--- config.mk ---
export PLATFORM = sky130hd
export DESIGN_NAME = simd_cs_resolve_flat
export DESIGN_NICKNAME = d
export VERILOG_FILES = /design/src/rtl/simd_cs_resolve_if.sv /design/src/rtl/simd_cs_resolve.sv /design/src/flat_wrapper.sv
export SDC_FILE = /design/constraint.sdc
export NUM_CORES = 2
export LEC_CHECK = 0
export BUFFER_PORTS_ARGS = -buffer_cell sky130_fd_sc_hd__buf_2
export CAP_MARGIN = 0
export CORE_MARGIN = 4
export CORE_UTILIZATION = 37
export DETAILED_ROUTE_END_ITERATION = 10
export PLACE_DENSITY_LB_ADDON = 0.25
export SLEW_MARGIN = 20
export SYNTH_ARGS = -nofsm -noshare
export SYNTH_HDL_FRONTEND = slang
export SYNTH_SLANG_ARGS = --single-unit
--- constraint.sdc ---
create_clock -name clk_i -period 86.8 [get_ports clk_i]
set_input_delay 4.34 -clock clk_i [delete_from_list [all_inputs] [get_ports clk_i]]
set_output_delay 4.34 -clock clk_i [all_outputs]
set_load 0.01 [all_outputs]
--- src/rtl/simd_cs_resolve_if.sv ---
// simd_cs_resolve_if: carry-save input and resolved-sum output handshake bundle
interface simd_cs_resolve_if #(parameter int WIDTH = 256);
  logic in_valid_i;
  logic in_ready_o;
  logic [WIDTH-1:0] ps_i;
  logic [WIDTH-1:0] sc_i;
  logic [2:0] width_i;
  logic out_valid_o;
  logic out_ready_i;
  logic [WIDTH-1:0] sum_o;
  logic [2:0] width_o;
  modport master (
    output in_valid_i, ps_i, sc_i, width_i, out_ready_i,
    input in_ready_o, out_valid_o, sum_o, width_o
  );
  modport slave (
    input in_valid_i, ps_i, sc_i, width_i, out_ready_i,
    output in_ready_o, out_valid_o, sum_o, width_o
  );
endinterface

--- src/rtl/simd_cs_resolve.sv ---
// simd_cs_resolve: lane-wise carry-save to binary resolver, one CHUNK-bit segment per pipeline stage
module simd_cs_resolve #(
  parameter int WIDTH = 256,
  parameter int CHUNK = 64
) (
  input logic clk_i,
  input logic rst_n_i,
  simd_cs_resolve_if.slave bus
);
  localparam int N = WIDTH / CHUNK;
  logic [N:0] r_v;
  logic [WIDTH-1:0] r_a [N+1];
  logic [WIDTH-1:0] r_b [N+1];
  logic [2:0] r_w [N+1];
  logic r_c [N+1];
  logic [WIDTH:0] w_r [N];
  logic [WIDTH-1:0] w_scs;
  logic w_adv;
  function automatic logic is_ls(input int j, input logic [2:0] w);
    return (j % 32 == 0) && (!(|w) || j % 64 == 0) && (!(|w[2:1]) || j % 128 == 0) && (!w[2] || j % 256 == 0);
  endfunction
  // Rank k has segments below k resolved in r_a; higher bits still hold the raw ps/scs pair
  function automatic logic [WIDTH:0] resolve(input logic [WIDTH-1:0] a, input logic [WIDTH-1:0] b,
                                             input logic [2:0] w, input logic cin, input int k);
    logic c;
    resolve = {1'b0, a};
    c = cin;
    for (int j = k * CHUNK; j < (k + 1) * CHUNK; j++) begin
      c = c & !is_ls(j, w);
      resolve[j] = a[j] ^ b[j] ^ c;
      c = (a[j] & b[j]) | (c & (a[j] ^ b[j]));
    end
    resolve[WIDTH] = c;
  endfunction
  assign w_adv = !r_v[N] || bus.out_ready_i;
  always_comb begin
    w_scs = '0;
    for (int j = 1; j < WIDTH; j++) w_scs[j] = bus.sc_i[j-1] & !is_ls(j, bus.width_i);
    for (int k = 0; k < N; k++) w_r[k] = resolve(r_a[k], r_b[k], r_w[k], r_c[k], k);
  end
  always_ff @(posedge clk_i or negedge rst_n_i) begin
    if (!rst_n_i) begin
      r_v <= '0;
      for (int k = 0; k <= N; k++) begin
        r_a[k] <= '0;
        r_b[k] <= '0;
        r_w[k] <= '0;
        r_c[k] <= 1'b0;
      end
    end else if (w_adv) begin
      r_v <= {r_v[N-1:0], bus.in_valid_i};
      if (bus.in_valid_i) begin
        r_a[0] <= bus.ps_i;
        r_b[0] <= w_scs;
        r_w[0] <= bus.width_i;
      end
      for (int k = 0; k < N; k++) begin
        if (r_v[k]) begin
          r_a[k+1] <= w_r[k][WIDTH-1:0];
          r_b[k+1] <= r_b[k];
          r_w[k+1] <= r_w[k];
          r_c[k+1] <= w_r[k][WIDTH];
        end
      end
    end
  end
  assign bus.in_ready_o = w_adv;
  assign bus.out_valid_o = r_v[N];
  assign bus.sum_o = r_a[N];
  assign bus.width_o = r_w[N];
endmodule
--- src/flat_wrapper.sv ---
// flat-port wrapper written by rule: the top's interface ports become plain ports
module simd_cs_resolve_flat 
#(
  parameter int WIDTH = 256,
  parameter int CHUNK = 64
)
  (clk_i, rst_n_i, bus_in_valid_i, bus_ps_i, bus_sc_i, bus_width_i, bus_out_ready_i, bus_in_ready_o, bus_out_valid_o, bus_sum_o, bus_width_o);
  simd_cs_resolve_if #(.WIDTH(WIDTH)) bus_i ();
  input logic clk_i;
  input logic rst_n_i;
  input wire logic [$bits(bus_i.in_valid_i)-1:0] bus_in_valid_i;
  input wire logic [$bits(bus_i.ps_i)-1:0] bus_ps_i;
  input wire logic [$bits(bus_i.sc_i)-1:0] bus_sc_i;
  input wire logic [$bits(bus_i.width_i)-1:0] bus_width_i;
  input wire logic [$bits(bus_i.out_ready_i)-1:0] bus_out_ready_i;
  output wire logic [$bits(bus_i.in_ready_o)-1:0] bus_in_ready_o;
  output wire logic [$bits(bus_i.out_valid_o)-1:0] bus_out_valid_o;
  output wire logic [$bits(bus_i.sum_o)-1:0] bus_sum_o;
  output wire logic [$bits(bus_i.width_o)-1:0] bus_width_o;
  assign bus_i.in_valid_i = bus_in_valid_i;
  assign bus_i.ps_i = bus_ps_i;
  assign bus_i.sc_i = bus_sc_i;
  assign bus_i.width_i = bus_width_i;
  assign bus_i.out_ready_i = bus_out_ready_i;
  assign bus_in_ready_o = bus_i.in_ready_o;
  assign bus_out_valid_o = bus_i.out_valid_o;
  assign bus_sum_o = bus_i.sum_o;
  assign bus_width_o = bus_i.width_o;
  simd_cs_resolve #(.WIDTH(WIDTH), .CHUNK(CHUNK)) u_core (.clk_i(clk_i), .rst_n_i(rst_n_i), .bus(bus_i));
endmodule
==> summary.txt <==
Status
  • Outcome: completed

Setup path
  • CP Class: reg -> reg
  • Cell mode on critical path: fa_1
  • Worst EP arrival: 32.47 ns
  • Critical-path top delay cell: fa_1
  • Worst-path maximum fanout: 4
  • Critical path endpoint category: register
  • Req. time, crit path: slightly below 90 ns
  • Crit-path max cell delay: 0.55 ns
  • Crit path launch type: register

Final layout
  • Final #Nets: 6025
  • Register area: between 40000 and 50000 um^2
  • Layout Area Growth over Synthesis: 14.60%
  • Fillers: a little under 20000
  • Fin area: about 93000 um^2
  • Multi-input logic area: 29020 um^2
  • Share of layout cells above drive strength 1: 56.30%

Placed design
  • Number of I/O port buffers: 778
  • Placed cell area: 85690 um^2
  • Pre-CTS WS: about 55 ns
  • Gpl congestion: approximately 0.77
  • HPWL Detailed: between 100000 and 150000 um

STA
  • Final worst path period share: 36.56%
  • Slack of the critical path: 55.07 ns
  • Fin Hold WS: 0.4546 ns
  • Unrepaired setup endpoints after global routing: no
  • Fin crit period: around 32 ns
  • Slew at the pin with the worst max-slew slack: approximately 1.1 ns
  • Highest clock rate: 0.03151 GHz
  • Setup violators final: 0
  • Rel. slew slack: about 28%
  • Layout Skew: 0.04852 ns
  • Hold Fails Final Rpt: 0
  • Final-report max-slew violation count: 0
  • Setup_tns: 0 ns

CTS
  • Postcts setup bufs: 0
  • CTS resizes: 0
  • TritonCTS clock tree: done
  • CTS sink cnt: around 2000
  • Root Buffer: clkbuf_16
  • # hold bufs at CTS: 0
  • CTS Buffer Depth: 3
  • Worst-path clk slew: ~0.06 ns
  • Clock latency on the worst-skew pair: 0.86 ns
  • CTS Buf Count: 214
  • H-tree depth: 4

Yosys
  • Top cells by area, synth: dfrtp_1 60%, mux2_2 19%, mux2_4 9.3%, fa_1 6.2%, buf_4 3.0%
  • Synthesized instance count: 4671
  • Mapped cell area: around 81000 um^2
  • Post-synthesis sequential area ratio: approximately three fifths
  • Prevailing post-synth register cell: dfrtp_1
  • YS warnings: 0
  • Syn_area_per_cell: 17.39 um^2
  • EDFF count, synth: 0
  • Unique masters post-synth: 29
  • Async set-or-reset flop fraction in the synthesized netlist: 100.0%
  • Synth top area share: 59.83%
  • Largest area contributor in the netlist: dfrtp_1
  • Flops & latches, synth: 1942
  • Syn nets: 5444

Detailed routing
  • Post-route DRC: 0
  • First-pass DRT Iterations: 4
  • Initial DRC count: 1561
  • Via count: 39370
  • Post-route ant nets: 0
  • Post-DR wirelength/cell: 22.56 um
  • Via density: 4.726
  • Detailed Route WL: 188000 um

Floorplanning
  • Num rows: 171
  • Chip width: 476.5 um
  • Die area: 227100 um^2
  • Num ports: ~800
  • Die Height: roughly 480 um
  • Initial core utilization: 37.29%
  • Core area: 217800 um^2

Global routing
  • Largest net degree at the start of global routing: 174
  • Initial antenna violation count: 142
  • Vias in the first global route: 43220
  • Global-route wire length before repair: 286700 um
  • Total global routing overflow: 0
  • Gr usage total: between 10% and 20%

Flow run
  • Max Cap Violations: 0

Min path
  • HP Class: reg -> reg

Power
  • Worst VDD drop: roughly 0.021 mV
  • Total power draw: 3.802 mW
  • PD cells: 40.84 nW/um^2
  • P_leak: between 40 and 50 nW
==> sequential cells by signal, summed over array words and instances, names as in the netlist <==
name and cells:
u_core.r_a 1024, u_core.r_b 639, u_core.bus.sum_o 256, u_core.r_w 12, u_core.r_v 5, u_core.bus.width_o 3, u_core.r_c 3
==> metal layers <==
| metal | wire (um) | GRT usage (%) | up-vias | share of wire (%) |
|---|---|---|---|---|
| li1 | - | - | 17270 | - |
| met2 | 87360 | 26.28 | 905 | 46 |
| met4 | 5129 | 4.993 | 86 | 2.7 |
| met1 | 80500 | 21.61 | 20690 | 43 |
| met3 | 14430 | 5.860 | 413 | 7.7 |
| met5 | 557 | 0 | - | 0.30 |
==> Yosys cell counts (3+ instances only) <==
cell and n:
nand2_1 4, mux2_2 1364, o21ai_0 31, mux2_4 505, nand3_1 4, fa_1 253, buf_4 326, nand2_2 3
buf_2 80, inv_1 19, a22o_1 4, o31a_1 3, buf_6 66, mux2_1 49, dfrtp_1 1942
==> cell families (layout without fill, tap and decap cells) <==
group | after synthesis | after routing | share of synthesized area, %
buffers and inverters | 494 | 1255 | 4.526
DFF | 1942 | 1942 | 59.83
adders and majority gates | 254 | 254 | 6.251
AOI/OAI and AO/OA | 41 | 41 | 0.2942
xor gates and xnor gates | 2 | 2 | 0.02157
other | 0 | 45 | 0
and+or+nand+nor | 20 | 20 | 0.1479
muxes | 1918 | 1918 | 28.93
==> power breakdown <==
group | internal [mW] | switching, mW
logic | 0.753 | 0.561
registers | 1.33 | 0.246
clock network | 0.531 | 0.379
total | 2.62 | 1.19
==> final timing paths <==
check / from / end / slack [ns] / cells past startpoint
setup / recovery: u_core.r_w[10]$_DFFE_PN0P_ / u_core.r_a[639]$_DFFE_PN0P_ / 55.07 / 68
hold / removal: u_core.r_b[1213]$_DFFE_PN0P_ / u_core.r_b[957]$_DFFE_PN0P_ / 0.45 / 1
setup reg to reg: u_core.r_w[10]$_DFFE_PN0P_ / u_core.r_a[639]$_DFFE_PN0P_ / 55.07 / 68
hold reg to reg: u_core.r_b[1213]$_DFFE_PN0P_ / u_core.r_b[957]$_DFFE_PN0P_ / 0.45 / 1
max in group asynchronous: rst_n_i / u_core.bus.sum_o[114]$_DFFE_PN0P_ / 79.37 / 6
min in group asynchronous: rst_n_i / u_core.r_a[1003]$_DFFE_PN0P_ / 3.36 / 1
==> layout make-up <==
type                            instances  area share, %
Timing Repair Buffer                  838          4.849
Tap cell                             2854          3.837
Sequential cell                      1942          52.21
Clock buffer                          332          6.896
Multi-Input combinational cell       2235          31.18
Clock inverter                         64         0.8187
Inverter                               21        0.08738
Antenna cell                           45         0.1210
==> worst max-delay path: cells and delay by family, from the launching register on <==
family          cells  cell delay (ns)
flops               1             0.42
compound gates      3             0.57
fa+ha+maj          64            30.54
buf+inv             1             0.12
==> metrics by stage <==
| step | cells | utilization, % |
|---|---|---|
| 6_report | 8331 | 42.73 |
| 5_1_grt | 8296 | 42.69 |
| 4_1_cts | 8283 | 42.64 |
| 3_5_place_dp | 7887 | 39.34 |
| 3_3_place_gp | 7886 | 39.33 |
| 2_1_floorplan | 4671 | - |
==> placed cells by master (no fill, tap or decap), drive strengths merged, types with 6 or more instances in the layout <==
cell	instances
o21ai	31
fa	253
nand2	8
buf	838
clkinvlp	6
clkinv	42
mux2	1918
clkbuf	332
inv	30
dfrtp	1942
bufinv	7
diode	45
No activity file was read; power rests on OpenSTA's default activity.
